[src/rtl/riscv_icache_ctrl.sv]
// Instruction cache miss/refill controller: refills the primary block and, for
// straddling fetches, the following block, then updates the tag array.
module riscv_icache_ctrl #(
    parameter int IDX    = 12,
    parameter int TAG    = 9,
    parameter int BEATS  = 4,
    parameter int BEAT_W = 2
) (
    input  logic              clk,
    input  logic              rst,
    input  logic              fetch_req,
    input  logic              fetch_missalign,
    input  logic [TAG-1:0]    fetch_tag,
    input  logic [IDX-1:0]    fetch_index,
    input  logic              hit,
    input  logic              hit_missalign,
    output logic [TAG-1:0]    tag_tag,
    output logic [IDX-1:0]    tag_index,
    output logic [TAG-1:0]    tag_tag_nxt,
    output logic [IDX-1:0]    tag_index_nxt,
    output logic              replace_tag,
    output logic              valid_in,
    output logic              replace_tag_align,
    output logic              valid_in_align,
    output logic              mem_req,
    output logic [TAG+IDX-1:0] mem_addr,
    input  logic              mem_valid,
    output logic              data_we,
    output logic [IDX-1:0]    data_index,
    output logic [BEAT_W-1:0] data_beat,
    output logic              stall,
    output logic              busy
);

    localparam int AW = TAG + IDX;

    typedef enum logic [2:0] {
        IDLE     = 3'd0,
        REFILL_A = 3'd1,
        UPD_A    = 3'd2,
        REFILL_B = 3'd3,
        UPD_B    = 3'd4
    } state_t;

    state_t            state;
    logic [TAG-1:0]    tag_lat;
    logic [IDX-1:0]    index_lat;
    logic              missalign_lat;
    logic [BEAT_W-1:0] beat_cnt;
    logic [AW-1:0]     cur_blk;
    logic [AW-1:0]     nxt_blk;
    logic              ok;
    logic              refilling;
    logic              last_beat;

    // Block address source: live fetch address while idle, latched miss address otherwise
    always_comb begin
        cur_blk = {tag_lat, index_lat};
        if (state == IDLE) begin
            cur_blk = {fetch_tag, fetch_index};
        end else begin
            cur_blk = {tag_lat, index_lat};
        end
        nxt_blk = cur_blk + {{(AW-1){1'b0}}, 1'b1};
    end

    assign tag_tag       = cur_blk[AW-1:IDX];
    assign tag_index     = cur_blk[IDX-1:0];
    assign tag_tag_nxt   = nxt_blk[AW-1:IDX];
    assign tag_index_nxt = nxt_blk[IDX-1:0];

    assign refilling = (state == REFILL_A) || (state == REFILL_B);
    assign last_beat = (beat_cnt == BEAT_W'(BEATS-1));
    assign ok        = hit && (!fetch_missalign || hit_missalign);

    // Memory-side addressing, data array write strobe and fetch stall
    always_comb begin
        mem_addr   = cur_blk;
        data_index = index_lat;
        if (state == REFILL_B) begin
            mem_addr   = nxt_blk;
            data_index = nxt_blk[IDX-1:0];
        end else begin
            mem_addr   = cur_blk;
            data_index = index_lat;
        end
        data_we   = refilling && mem_valid;
        data_beat = beat_cnt;
        if (state == IDLE) begin
            stall = fetch_req && !ok;
        end else begin
            stall = 1'b1;
        end
    end

    // Refill FSM with registered strobes; busy and mem_req track the next state
    always_ff @(posedge clk or posedge rst) begin
        if (rst) begin
            state             <= IDLE;
            beat_cnt          <= {BEAT_W{1'b0}};
            tag_lat           <= {TAG{1'b0}};
            index_lat         <= {IDX{1'b0}};
            missalign_lat     <= 1'b0;
            mem_req           <= 1'b0;
            replace_tag       <= 1'b0;
            valid_in          <= 1'b0;
            replace_tag_align <= 1'b0;
            valid_in_align    <= 1'b0;
            busy              <= 1'b0;
        end else begin
            replace_tag       <= 1'b0;
            valid_in          <= 1'b0;
            replace_tag_align <= 1'b0;
            valid_in_align    <= 1'b0;
            case (state)
                IDLE: begin
                    if (fetch_req && !hit) begin
                        tag_lat       <= fetch_tag;
                        index_lat     <= fetch_index;
                        missalign_lat <= fetch_missalign;
                        state         <= REFILL_A;
                        mem_req       <= 1'b1;
                        busy          <= 1'b1;
                    end else if (fetch_req && fetch_missalign && !hit_missalign) begin
                        tag_lat       <= fetch_tag;
                        index_lat     <= fetch_index;
                        missalign_lat <= fetch_missalign;
                        state         <= REFILL_B;
                        mem_req       <= 1'b1;
                        busy          <= 1'b1;
                    end else begin
                        state <= IDLE;
                    end
                end
                REFILL_A, REFILL_B: begin
                    if (mem_valid) begin
                        if (last_beat) begin
                            beat_cnt <= {BEAT_W{1'b0}};
                            mem_req  <= 1'b0;
                            if (state == REFILL_A) begin
                                state       <= UPD_A;
                                replace_tag <= 1'b1;
                                valid_in    <= 1'b1;
                            end else begin
                                state             <= UPD_B;
                                replace_tag_align <= 1'b1;
                                valid_in_align    <= 1'b1;
                            end
                        end else begin
                            beat_cnt <= beat_cnt + {{(BEAT_W-1){1'b0}}, 1'b1};
                        end
                    end else begin
                        state <= state;
                    end
                end
                UPD_A: begin
                    // The next block sits at another index, so hit_missalign is stable here
                    if (missalign_lat && !hit_missalign) begin
                        state   <= REFILL_B;
                        mem_req <= 1'b1;
                    end else begin
                        state <= IDLE;
                        busy  <= 1'b0;
                    end
                end
                UPD_B: begin
                    state <= IDLE;
                    busy  <= 1'b0;
                end
                default: begin
                    state    <= IDLE;
                    busy     <= 1'b0;
                    mem_req  <= 1'b0;
                    beat_cnt <= {BEAT_W{1'b0}};
                end
            endcase
        end
    end

endmodule
[config.mk]
export PLATFORM = sky130hd
export DESIGN_NAME = riscv_icache_ctrl
export DESIGN_NICKNAME = d
export VERILOG_FILES = /design/src/rtl/riscv_icache_ctrl.sv
export SDC_FILE = /design/constraint.sdc
export NUM_CORES = 1
export LEC_CHECK = 0
export ABC_AREA = 0
export BUFFER_PORTS_ARGS = -buffer_cell sky130_fd_sc_hd__buf_2
export CORE_AREA = 5 5 78 80
export DETAILED_ROUTE_END_ITERATION = 8
export DIE_AREA = 0 0 83 85
export PLACE_DENSITY = 0.92
export SLEW_MARGIN = 40
export SYNTH_ARGS = -nofsm -noshare
export SYNTH_HDL_FRONTEND = slang
export SYNTH_SLANG_ARGS = --single-unit
[constraint.sdc]
create_clock -name clk -period 7.1 [get_ports clk]
set_clock_uncertainty 0.05 [all_clocks]
set_input_delay 0.71 -clock clk [delete_from_list [all_inputs] [get_ports clk]]
set_output_delay 0.71 -clock clk [all_outputs]
set_load 0.02 [all_outputs]
### Yosys cells after proc, flatten, opt, wreduce, memory -nomap -nowiden

Index checks and enable logic that the tools add are counted.

* flip-flop bits (word level): 31
* input bits: 28
* output and inout bits: 85
* logic and storage cells: 82

* add/sub/neg operators: 2
* eq/ne operators: 10
* mux-type cells: 36
* bitwise gates (word level): 3
* reductions and logical operators: 22

Operators by type and width (count)
* 21-bit 2-to-1 mux: 2
* 12-bit 2-to-1 mux: 3
* 21-bit by 1-bit adder with 21-bit output (second input constant): 1
* 9-bit 2-to-1 mux: 2
* 1-bit 2-to-1 mux: 17
* 2-bit 2-to-1 mux: 5
* 3-bit 2-to-1 mux: 3
* 3-bit case mux with 3 select lines: 1
* 2-bit != test (second input constant): 4
* 1-bit logical AND: 7
* 3-bit by 2-bit == test with 1-bit output (second input constant): 2
* 2-bit AND reduction: 3
* 5-bit AND reduction: 1
* 1-bit logical NOT: 4
* 1-bit case mux with 4 select lines: 1
* 2-bit case mux with 2 select lines: 1
* 3-bit by 1-bit == test with 1-bit output (second input constant): 1
* 3-bit == test (second input constant): 1
* 3-bit logical NOT: 1
* 3-bit by 1-bit != test with 1-bit output (second input constant): 1
* 1-bit NOT: 3
* 1-bit case mux with 3 select lines: 1
* 3-bit AND reduction: 1
* 3-bit OR reduction: 1
* 5 further kinds: 6

### Depth between registers and ports, before layout

Gate-level depths: netlist (run 1).

* word-level depth: 6
* depth in mapped cells: 13
* gate-level depth less buffers: 9

### Worst setup path after synthesis (run 1)

OpenSTA, ideal clock, no wires.

* path type: register to output
* start: register state[0]
* end: output port data_index[8]
* arrival: 3.301 ns
* data required time: 6.340 ns
* path slack: 3.039 ns
* stages on the path, launching flop included: 11
* buffers on the path: 3
* path through: dfrtp_1 -> buf_6 -> nor3_2 -> clkbuf_1 -> mux2i_1 -> inv_1 -> ha_1 -> clkbuf_1 -> o21ai_2 -> xnor2_1 -> mux2_2

* longest elaborated chain between the ends: 4
* elaborated cells on any way between the ends: 5
* classes of those cells: 1 x add/sub; 1 x eq/ne; 2 x mux; 1 x reduce/logical

RTL lines
* from (decl): RTL line 45 `state_t state;`
* from (signal assigned): RTL line 153 `state <= state;`
* 3-bit logical NOT: RTL line 59 `if (state == IDLE) begin`
* 21-bit 2-to-1 mux: RTL line 59
* net tag_index[0]: RTL line 18 `output logic [IDX-1:0] tag_index,`
* 21-bit by 1-bit adder with 21-bit output: RTL line 64 `nxt_blk = cur_blk + {{(AW-1){1'b0}}, 1'b1};`
* net tag_index_nxt[8]: RTL line 20 `output logic [IDX-1:0] tag_index_nxt,`
* 12-bit 2-to-1 mux: RTL line 80 `if (state == REFILL_B) begin`
* to (decl): RTL line 29 `output logic [IDX-1:0] data_index,`

The timed path passes the listed nets, and every way through them passes these cells.

### Worst setup path after layout (run 1)

* start: register state[1]
* end: output port data_index[6]

* longest elaborated chain between the ends: 4
* elaborated cells on any way between the ends: 5
* classes of those cells: 1 x add/sub; 1 x eq/ne; 2 x mux; 1 x reduce/logical

RTL lines (RTL line)
* 3-bit logical NOT: 59
* 21-bit 2-to-1 mux: 59
* 21-bit by 1-bit adder with 21-bit output: 64
* 12-bit 2-to-1 mux (*): 80

Mark *: on every way between the ends. The rest lies on a longest branch, timed or not.

==> impl_results.md, run 1 <==
* Core box area at 5340 um^2
* Largest net degree at the start of global routing at 32
* Vias at 2,685
* Critical Path End Type: primary output
* First-pass GRT wire length at 12.5 mm
* Post-synth top cells: xnor2_1 (38), dfrtp_1 (31), mux2_2 (29), nand2_1 (29), nor2_1 (24)
* Synth top area cells: dfrtp_1 (29%), xnor2_1 (12%), mux2_2 (12%)
* Register Area at 776 um^2
* Total Die Area at 7060 um^2
* HP Class: in -> async
* Clk Latency, worst-skew pair at 0.28 ns
* Initial antenna violation count at 0
* Hold buffer count at cts at 0
* Nets at 443
* Actual slew at the worst max-slew pin at 0.805 ns
* Post-DP HPWL at 5.89 mm
* Initial DRC count at 198
* Leak at 0.00157 uW
* Top cell type's share of synthesized area at 28.9%
* Yosys warns at 0
* Top-count cell post-synth: xnor2_1
* H-tree Lvls at 2
* Worst-path clk slew at 0.07 ns
* Relative slew slack at 46.1%
* CTS tree: yes
* Filler instances at 483
* Setup TNS at 0 ns
* Cells after synthesis at 309
* Number of nets with antenna violations after routing at 0
* VDD IR max at 269 uV
* Fin. Hold Viols at 0
* Max Buffers Root-to-Sink at 2
* Worst Path Arrival at 3.40 ns
* Power density over the cells at 573 nW/um^2
* Post-CTS setup buffers at 0
* Share of layout cells above drive strength 1 at 39.1%
* Path type of the worst setup path: reg -> out
* Yosys top cell by area: dfrtp_1
* Global route overflow at 0
* Syn_area_per_cell at 8.69 um^2
* Worst path required time at 6.34 ns
* Initial Util at 50.3%
* Number of diodes at 0
* Yosys reg bits at 31
* Max-slew violations at 0
* Seq/Total Area, Yosys at 28.9%
* Post-synth cell types at 49
* Status: finished clean
* Most used DFF post-synth: dfrtp_1
* Multi-input gate area at 1750 um^2
* CP Launch Type: register
* Pre-antenna DRT Iters at 5
* CTS root buffer: clkbuf_8
* RSZ-0062 raised after global routing: no
* Post-synthesis cell area at 2680 um^2
* I/O pin cnt at 113
* Final Wtd Congestion at 0.890
* Fin crit share at 58.6%
* Fin crit period at 4.16 ns
* Syn-to-layout area delta at 24.7%
* Die Ht at 85 um
* Max frequency at 240 MHz
* Row count at 27
* Drt wl/cell at 15.7 um
* Number of synthesized flops with an enable pin at 0
* Setup violations, final at 0
* Post_cts resized at 0
* Max FO, Critical Path at 19
* Die X at 83 um
* CTS Sinks at 31
* Drt drc at 0
* WL final at 7.61 mm
* IO buf count at 112
* Maxcap violations at 0
* GRT Util Overall at 21.4%
* Mapped Nets at 339
* TritonCTS buffer count at 5
* DR vias/cell at 5.52
* Asr flop ratio synth at 100%
* Vias in the first global route at 2,663
* Final Total Pwr at 1920 uW
-- cell usage in the layout (no fill, tap or decap), types with 2 or more instances in the layout --
master and instances:
nand2_1 29, a21oi_1 5, nor2_1 24, xnor2_1 38, buf_4 2, nor4_1 2
nor3_1 15, xor2_1 5, nor3b_1 2, dfrtp_1 31, a22o_1 2, o21ai_2 3
nor2b_1 3, mux2i_1 19, mux2_2 29, or3_1 2, and3_1 3, nand4_1 3
o21ai_0 11, nand2b_1 4, ha_1 2, nand3_1 12, or2_2 2, and2_1 2
a31oi_1 4, inv_1 20, clkbuf_8 5, buf_2 112
-- cells by family after synthesis --
| logic type | after synthesis | synth area share, % |
|---|---|---|
| adder cells (fa/ha/maj) | 2 | 0.932 |
| AO/OA/AOI/OAI | 35 | 8.81 |
| AND/OR/NAND/NOR | 112 | 21.2 |
| multiplexers | 49 | 19.8 |
| flip-flops | 31 | 28.9 |
| XOR/XNOR | 43 | 14.0 |
| buffers and inverters | 37 | 6.29 |
-- power by group --
part	internal (uW)	leakage, uW	switching, uW	total (uW)
registers	257	0.000376	96.7	353
clock network	68.4	0.0000412	67.4	136
logic	523	0.00115	905	1430
-- cell type report --
| cell class | count | share of cell area (%) |
|---|---|---|
| multi-input cells | 241 | 52.1 |
| clock buffers | 6 | 2.17 |
| flip-flops and latches | 31 | 23.2 |
| clock inverters | 2 | 0.374 |
| inverters | 20 | 2.24 |
| repair buffers | 114 | 17.2 |
| well taps | 72 | 2.69 |
-- routing by layer --
| layer | vias up | part of all wire (%) | GRT usage (%) |
|---|---|---|---|
| met1 | 1257 | 41 | 26.3 |
| met3 | 15 | 6.7 | 5.53 |
| met5 | - | 0 | 0 |
| met4 | 0 | 1.8 | 7.28 |
| met2 | 134 | 50 | 36.5 |
| li1 | 1279 | - | - |
-- registers in the layout, indices dropped and copies added (netlist names) --
| name | cells |
|---|---|
| mem_req | 1 |
| index_lat | 12 |
| valid_in | 1 |
| state | 3 |
| valid_in_align | 1 |
| data_beat | 2 |
| missalign_lat | 1 |
| busy | 1 |
| tag_lat | 9 |
-- final timing paths --
check / start / to / slack, ns / cells after the start
max in group asynchronous: rst / index_lat[6]$_DFFE_PP0P_ / 6.27 / 3
hold / removal: rst / missalign_lat$_DFFE_PP0P_ / 0.44 / 3
min in group clk: tag_lat[8]$_DFFE_PP0P_ / tag_lat[8]$_DFFE_PP0P_ / 0.46 / 1
setup / recovery: state[1]$_DFFE_PP0P_ / data_index[6] / 2.94 / 9
setup reg to reg: state[1]$_DFFE_PP0P_ / index_lat[9]$_DFFE_PP0P_ / 4.60 / 3
hold reg to reg: tag_lat[8]$_DFFE_PP0P_ / tag_lat[8]$_DFFE_PP0P_ / 0.46 / 1
-- critical path, stage by stage, from the launching register on --
cell	delay, ns
dfrtp_1	0.53
nor3_4	0.73
mux2i_1	0.27
inv_1	0.13
ha_1	0.33
nand2_1	0.12
or2_2	0.31
nor2_1	0.17
mux2_2	0.36
buf_2	0.16
-- stage by stage --
stage	util (%)	hold WS [ns]	cell area, um^2	setup WS, ns	instances
5_1_grt	62.7	0.479	3350	2.67	486
2_1_floorplan	-	0.424	2680	3.04	309
3_5_place_dp	61.1	0.448	3260	3.28	478
3_3_place_gp	61.1	0.432	3260	3.44	478
4_1_cts	62.7	0.453	3350	2.95	486
6_report	62.7	0.443	3350	2.94	486
Note: power is estimated with default switching activity, not from simulation.
==> inputs of run 2 (changes only) <==
--- a/config.mk
+++ b/config.mk
@@ -5,12 +5,12 @@
 export SDC_FILE = /design/constraint.sdc
 export NUM_CORES = 1
 export LEC_CHECK = 0
-export ABC_AREA = 0
+export ABC_AREA = 1
 export BUFFER_PORTS_ARGS = -buffer_cell sky130_fd_sc_hd__buf_2
-export CORE_AREA = 5 5 78 80
+export CORE_AREA = 5 5 82 84
 export DETAILED_ROUTE_END_ITERATION = 8
-export DIE_AREA = 0 0 83 85
-export PLACE_DENSITY = 0.92
+export DIE_AREA = 0 0 87 89
+export PLACE_DENSITY = 0.87
 export SLEW_MARGIN = 40
 export SYNTH_ARGS = -nofsm -noshare
 export SYNTH_HDL_FRONTEND = slang
==> constraint.sdc (replaced) <==
create_clock -name clk -period 4.2 [get_ports clk]
set_clock_uncertainty 0.05 [all_clocks]
set_input_delay 0.42 -clock clk [delete_from_list [all_inputs] [get_ports clk]]
set_output_delay 0.42 -clock clk [all_outputs]
set_load 0.02 [all_outputs]
==> impl_results.md, run 2 <==
* Top-count cell post-synth: nand2_1
* Synth top area cells: dfrtp_1 (28%), nand2_1 (25%), o21ai_0 (7.5%)
* First-pass GRT wire length at 14.6 mm (+16%)
* Fin. Hold Viols at 0 (unchanged)
* Drt wl/cell at 13.9 um (-11%)
* RSZ-0062 raised after global routing: no
* Status: finished clean
* Filler instances at 595 (+23%)
* Seq/Total Area, Yosys at 27.6% (-1.3 points)
* Yosys reg bits at 31 (unchanged)
* Post-synth cell types at 36 (-27%)
* Max FO, Critical Path at 33 (+14)
* Placed cell areas at 3390 um^2 (+4.0%)
* Mapped Nets at 505 (+49%)
* Yosys top cell by area: dfrtp_1
* Post_cts resized at 0 (unchanged)
* Number of diodes at 0 (unchanged)
* Setup violations, final at 0 (unchanged)
* Largest net degree at the start of global routing at 41 (+28%)
* Critical Path End Type: primary output
* Number of synthesized flops with an enable pin at 0 (unchanged)
* HP Class: in -> async
* IO buf count at 112 (unchanged)
* Syn_area_per_cell at 5.93 um^2 (-32%)
* GRT Util Overall at 23.3% (+1.9 points)
* Initial Util at 48.1% (-2.2 points)
* Relative slew slack at 61.6% (+15 points)
* Placed Cells at 646 (+35%)
* Setup TNS at 0 ns (unchanged)
* Initial antenna violation count at 0 (unchanged)
* Path type of the worst setup path: reg -> out
* Number of nets with antenna violations after routing at 0 (unchanged)
* Actual slew at the worst max-slew pin at 0.575 ns (-0.231 ns)
* Post-CTS setup buffers at 0 (unchanged)
* Vias at 3,487 (+30%)
* Post-synth top cells: nand2_1 (188), inv_1 (48), o21ai_0 (42)
* Vias in the first global route at 3,209 (+21%)
* Share of layout cells above drive strength 1 at 25.0% (-14 points)
* Cells after synthesis at 475 (+54%)
* H-tree Lvls at 2 (unchanged)
* Initial DRC count at 233 (+18%)
* TritonCTS buffer count at 5 (unchanged)
* Die Ht at 89 um (+4.7%)
* Max-slew violations at 0 (unchanged)
* Commonest non-fill, non-tap cell in the layout: nand2_1
* Post-DP HPWL at 7.19 mm (+22%)
* Largest register FFs at 12 (unchanged)
* CTS root buffer: clkbuf_8
* Most frequent cells in the layout: nand2_1 (188), buf_2 (112), inv_1 (48), o21ai_0 (42)
* Asr flop ratio synth at 100% (unchanged)
* GR Util met1 at 28.5% (+2.2 points)
* CTS Sinks at 31 (unchanged)
* Most used DFF post-synth: dfrtp_1
* Met3 GRT Util at 4.98% (-0.56 points)
* Fin crit share at 89.4%
* Top cell type's share of synthesized area at 27.6% (-1.3 points)
* Global route overflow at 0 (unchanged)
* Syn-to-layout area delta at 24.5%
* Hold buffer count at cts at 0 (unchanged)
* I/O pin cnt at 113 (unchanged)
* Hold WS at 0.148 ns (-0.295 ns)
* Worst-path clk slew at 0.07 ns (about the same)
* Yosys warns at 0 (unchanged)
* Max Buffers Root-to-Sink at 2 (unchanged)
* Pre-antenna DRT Iters at 5 (unchanged)
* Drt drc at 0 (unchanged)
* Non-filler cells in the finished layout at 654 (+35%)
* Layer with the highest usage: met2
* Largest Register: index_lat
* Row count at 28 (+3.7%)
* Worst Path Arrival at 3.29 ns (-0.11 ns)
* Total Die Area at 7740 um^2 (+9.8%)
* M2 GR Usage at 40.4% (+3.9 points)
* DR vias/cell at 5.33 (-3.5%)
* Die X at 87 um (+4.8%)
* CP Launch Type: register
* Reg-to-reg slack, setup at 1.69 ns (-2.91 ns)
* WL final at 9.07 mm (+19%)
* Fin crit period at 3.76 ns
* Clk Latency, worst-skew pair at 0.29 ns (about the same)
* Maxcap violations at 0 (unchanged)
* CTS tree: yes
* Largest registers: index_lat: 12 flops, tag_lat: 9 flops, state: 3 flops
* Post-route cell area at 3510 um^2 (+4.7%)
* Final Wtd Congestion at 0.911 (+2.4%)
* Max frequency at 266 MHz
* Core box area at 5850 um^2 (+9.6%)
* Post-synthesis cell area at 2820 um^2 (+4.9%)
* Worst path required time at 3.73 ns (-2.61 ns)
* Nets at 608 (+37%)
==> run 2: cells by family (layout without fill, tap and decap cells) <==
kind of cell | count (synthesis) | in the layout | share of synthesized area, %
compound gates | 56 | 56 | 10.4
xor+xnor | 7 | 7 | 2.44
fa+ha+maj | 2 | 2 | 0.889
buf+inv | 72 | 176 | 11.0
flops | 31 | 31 | 27.6
simple gates | 307 | 307 | 47.7
==> run 2: worst max-delay path: stages, from the launching register on <==
cell     delay, ns
dfrtp_1       0.46
inv_2         0.46
nand2_2       0.47
inv_2         0.18
nand2_1       0.06
nand2_1       0.13
ha_1          0.25
nand2_1       0.07
nor2_1        0.12
nand3_1       0.17
o21ai_1       0.27
nand3_1       0.10
nand2_1       0.07
buf_2         0.15
==> run 2: through the flow <==
step / setup WS, ns / util [%]
6_report: 0.444 / 59.9
5_1_grt: 0.129 / 59.9
4_1_cts: 0.485 / 59.9
3_5_place_dp: 0.814 / 58.0
3_3_place_gp: 0.908 / 58.0
2_1_floorplan: 1.34 / -
==> run 2: cell type report <==
type	count	area (um^2)	share of cell area [%]
clock buffers	5	68.8	1.96
repair buffers	117	598	17.1
multi-input cells	372	1730	49.5
well taps	75	93.8	2.68
inverters	51	191	5.46
clock inverters	3	43.8	1.25
flip-flops and latches	31	776	22.1
==> run 2: worst paths after layout <==
check | startpoint | endpoint | depth (start not counted)
min in group clk | fetch_missalign | missalign_lat$_DFFE_PP0P_ | 3
hold reg to reg | tag_lat[8]$_DFFE_PP0P_ | tag_lat[8]$_DFFE_PP0P_ | 2
hold / removal | rst | index_lat[1]$_DFFE_PP0P_ | 3
max in group asynchronous | rst | tag_lat[7]$_DFFE_PP0P_ | 3
setup reg to reg | state[2]$_DFFE_PP0P_ | missalign_lat$_DFFE_PP0P_ | 7
setup / recovery | state[2]$_DFFE_PP0P_ | mem_addr[18] | 13
==> run 2: layer usage <==
layer	wire, um	up-vias	part of all wire [%]
met2	4410	153	49
met1	3610	1620	40
met5	0	-	0
met4	244	0	2.7
li1	-	1691	-
met3	804	23	8.9
Power of run 2 is not shown: default switching activity piles up to over one toggle a cycle in this logic, so the estimate is an artifact.
==> inputs of run 3 (changes only) <==
--- a/config.mk
+++ b/config.mk
@@ -7,10 +7,11 @@
 export LEC_CHECK = 0
 export ABC_AREA = 1
 export BUFFER_PORTS_ARGS = -buffer_cell sky130_fd_sc_hd__buf_2
-export CORE_AREA = 5 5 82 84
+export CORE_AREA = 5 5 79 81
 export DETAILED_ROUTE_END_ITERATION = 8
-export DIE_AREA = 0 0 87 89
-export PLACE_DENSITY = 0.87
+export DIE_AREA = 0 0 84 86
+export MAX_ROUTING_LAYER = met4
+export PLACE_DENSITY = 0.92
 export SLEW_MARGIN = 40
 export SYNTH_ARGS = -nofsm -noshare
 export SYNTH_HDL_FRONTEND = slang
==> constraint.sdc (replaced) <==
create_clock -name clk -period 4.5 [get_ports clk]
set_clock_uncertainty 0.05 [all_clocks]
set_input_delay 0.45 -clock clk [delete_from_list [all_inputs] [get_ports clk]]
set_output_delay 0.45 -clock clk [all_outputs]
set_load 0.02 [all_outputs]
==> impl_results.md, run 3 (synthesized netlist as in run 2, its figures left out) <==
* Path type of the worst setup path: reg -> out
* Worst path required time at 4.00 ns (+0.27 ns)
* DR vias/cell at 5.35 (+0.33%)
* Number of diodes at 0 (unchanged)
* Max FO, Critical Path at 38 (+15%)
* Row count at 27 (-3.6%)
* CTS tree: yes
* Final Core Density at 64.5% (+4.6 points)
* Number of nets with antenna violations after routing at 0 (unchanged)
* Die X at 84 um (-3.4%)
* Setup violations, final at 0 (unchanged)
* Reg2Reg Depth at 7 (unchanged)
* Largest Register: index_lat
* Post_cts resized at 0 (unchanged)
* Syn-to-layout area delta at 23.8%
* Critical Path End Type: primary output
* Setup TNS at 0 ns (unchanged)
* PnR worst setup slack at 0.607 ns (+0.162 ns)
* Share of layout cells above drive strength 1 at 24.9% (-0.13 points)
* CP top delay family: simple AND/OR/NAND/NOR gates
* Worst Path Arrival at 3.39 ns (+0.10 ns)
* HP Class: in -> async
* Die Ht at 86 um (-3.4%)
* Total Die Area at 7220 um^2 (-6.7%)
* Max frequency at 257 MHz
* CP Launch Type: register
* Hold buffer count at cts at 0 (unchanged)
* Largest register FFs at 12 (unchanged)
* Initial antenna violation count at 0 (unchanged)
* CTS root buffer: clkbuf_8
* Vias in the first global route at 3,332 (+3.8%)
* First-pass GRT wire length at 15.1 mm (+3.8%)
* Critical path's largest stage delay at 0.56 ns (+0.09 ns)
* Fin crit period at 3.89 ns
* Reg-to-reg endpoint: missalign_lat$_DFFE_PP0P_
* CP bufs+invs at 3 (unchanged)
* H-tree Lvls at 2 (unchanged)
* Post-DP HPWL at 6.97 mm (-3.2%)
* Max-slew violations at 0 (unchanged)
* Reg-to-reg slack, setup at 1.55 ns (-0.14 ns)
* RSZ-0062 raised after global routing: no
* Worst reg2reg path startpoint: state[2]$_DFFE_PP0P_
* Max Buffers Root-to-Sink at 2 (unchanged)
* CP most frequent cell: nand2_1
* Final Wtd Congestion at 0.943 (+3.4%)
* Commonest non-fill, non-tap cell in the layout: nand2_1
* Fin. Hold Viols at 0 (unchanged)
* CP endpoint: mem_addr[18]
* Worst-path clk slew at 0.08 ns (about the same)
* Maxcap violations at 0 (unchanged)
* Cells along the critical path: inv_2 -> nand2_2 -> inv_2 -> nand2_1 -> nand2_1 -> ha_1 -> nand2_1 -> nor2_1 -> nand3_1 -> o21ai_1 -> nand3_1 -> nand2_1 -> buf_2
* Actual slew at the worst max-slew pin at 0.709 ns (+0.134 ns)
* GRT Util Overall at 26.0% (+2.6 points)
* Initial DRC count at 237 (+1.7%)
* TritonCTS buffer count at 5 (unchanged)
* I/O pin cnt at 113 (unchanged)
* Largest net degree at the start of global routing at 39 (-4.9%)
* Most frequent cells in the layout: nand2_1 (188), buf_2 (112), inv_1 (48), o21ai_0 (42)
* Nets at 607 (-0.16%)
* Global route overflow at 0 (unchanged)
* Critical path depth at 13 (unchanged)
* Post-CTS setup buffers at 0 (unchanged)
* Status: finished clean
* Largest registers: index_lat: 12 flops, tag_lat: 9 flops, state: 3 flops
* IO buf count at 112 (unchanged)
* Initial Util at 52.1% (+4.0 points)
* CP startpoint: state[2]$_DFFE_PP0P_
* Drt drc at 0 (unchanged)
* Drt wl/cell at 14.0 um (+1.1%)
* Pre-antenna DRT Iters at 5 (unchanged)
* CTS Sinks at 31 (unchanged)
* DP Worst Slack at 0.959 ns (+0.145 ns)
* Core box area at 5410 um^2 (-7.6%)
* Fin crit share at 86.5%
* Clk Latency, worst-skew pair at 0.28 ns (about the same)
* Slowest library cell on the worst path: nand2_2
* Vias at 3,477 (-0.29%)
* Placed cell areas at 3380 um^2 (-0.33%)
* Relative slew slack at 52.6% (-9.1 points)
* Post-route cell area at 3490 um^2 (-0.57%)
* WL final at 9.11 mm (+0.45%)
[run 3: cell count changes in the layout (fill, tap and decap cells not counted)]
cell	change
bufinv_16	-1
clkinv_2	-1
clkbuf_8	+2
clkinvlp_4	+1
buf_4	-1
clkinv_4	-1
[run 3: worst min-delay path by stage]
stage / slack, ns / cells after the start / to
6_report: 0.18 / 3 / index_lat[2]$_DFFE_PP0P_
5_1_grt: 0.23 / 3 / index_lat[2]$_DFFE_PP0P_
4_1_cts: 0.19 / 3 / index_lat[2]$_DFFE_PP0P_
3_5_place_dp: 0.42 / 2 / busy$_DFFE_PP0P_
3_3_place_gp: 0.40 / 2 / tag_lat[8]$_DFFE_PP0P_
2_1_floorplan: 0.38 / 2 / tag_lat[8]$_DFFE_PP0P_
[run 3: tightest hold or removal path: stages]
cell	delay, ns
buf_2	0.09
inv_1	0.04
buf_4	0.37
[run 3: cell type report]
type | instances | area (um^2)
inverter | 51 | 191
timing repair buffer | 116 | 591
tap | 72 | 90.1
fill | 527 | 1920
clock inverter | 1 | 7.51
multi-input combinational | 372 | 1730
clock buffer | 7 | 96.3
sequential | 31 | 776
[run 3: per-layer routing]
metal  up-vias  GRT usage (%)  share of wire [%]
met3        26           5.38                8.8
met1      1598           30.1                 40
met4         0           8.63                2.6
li1       1701              -                  -
met5         -              -                  0
met2       152           44.9                 48
[run 3: through the flow]
stage | cells | hold WS, ns
after floorplan | 475 | 0.384
final | 650 | 0.181
after CTS | 650 | 0.192
after global routing | 650 | 0.229
after global placement | 642 | 0.398
after detailed placement | 642 | 0.421
Power of run 3 is left out for the same reason.
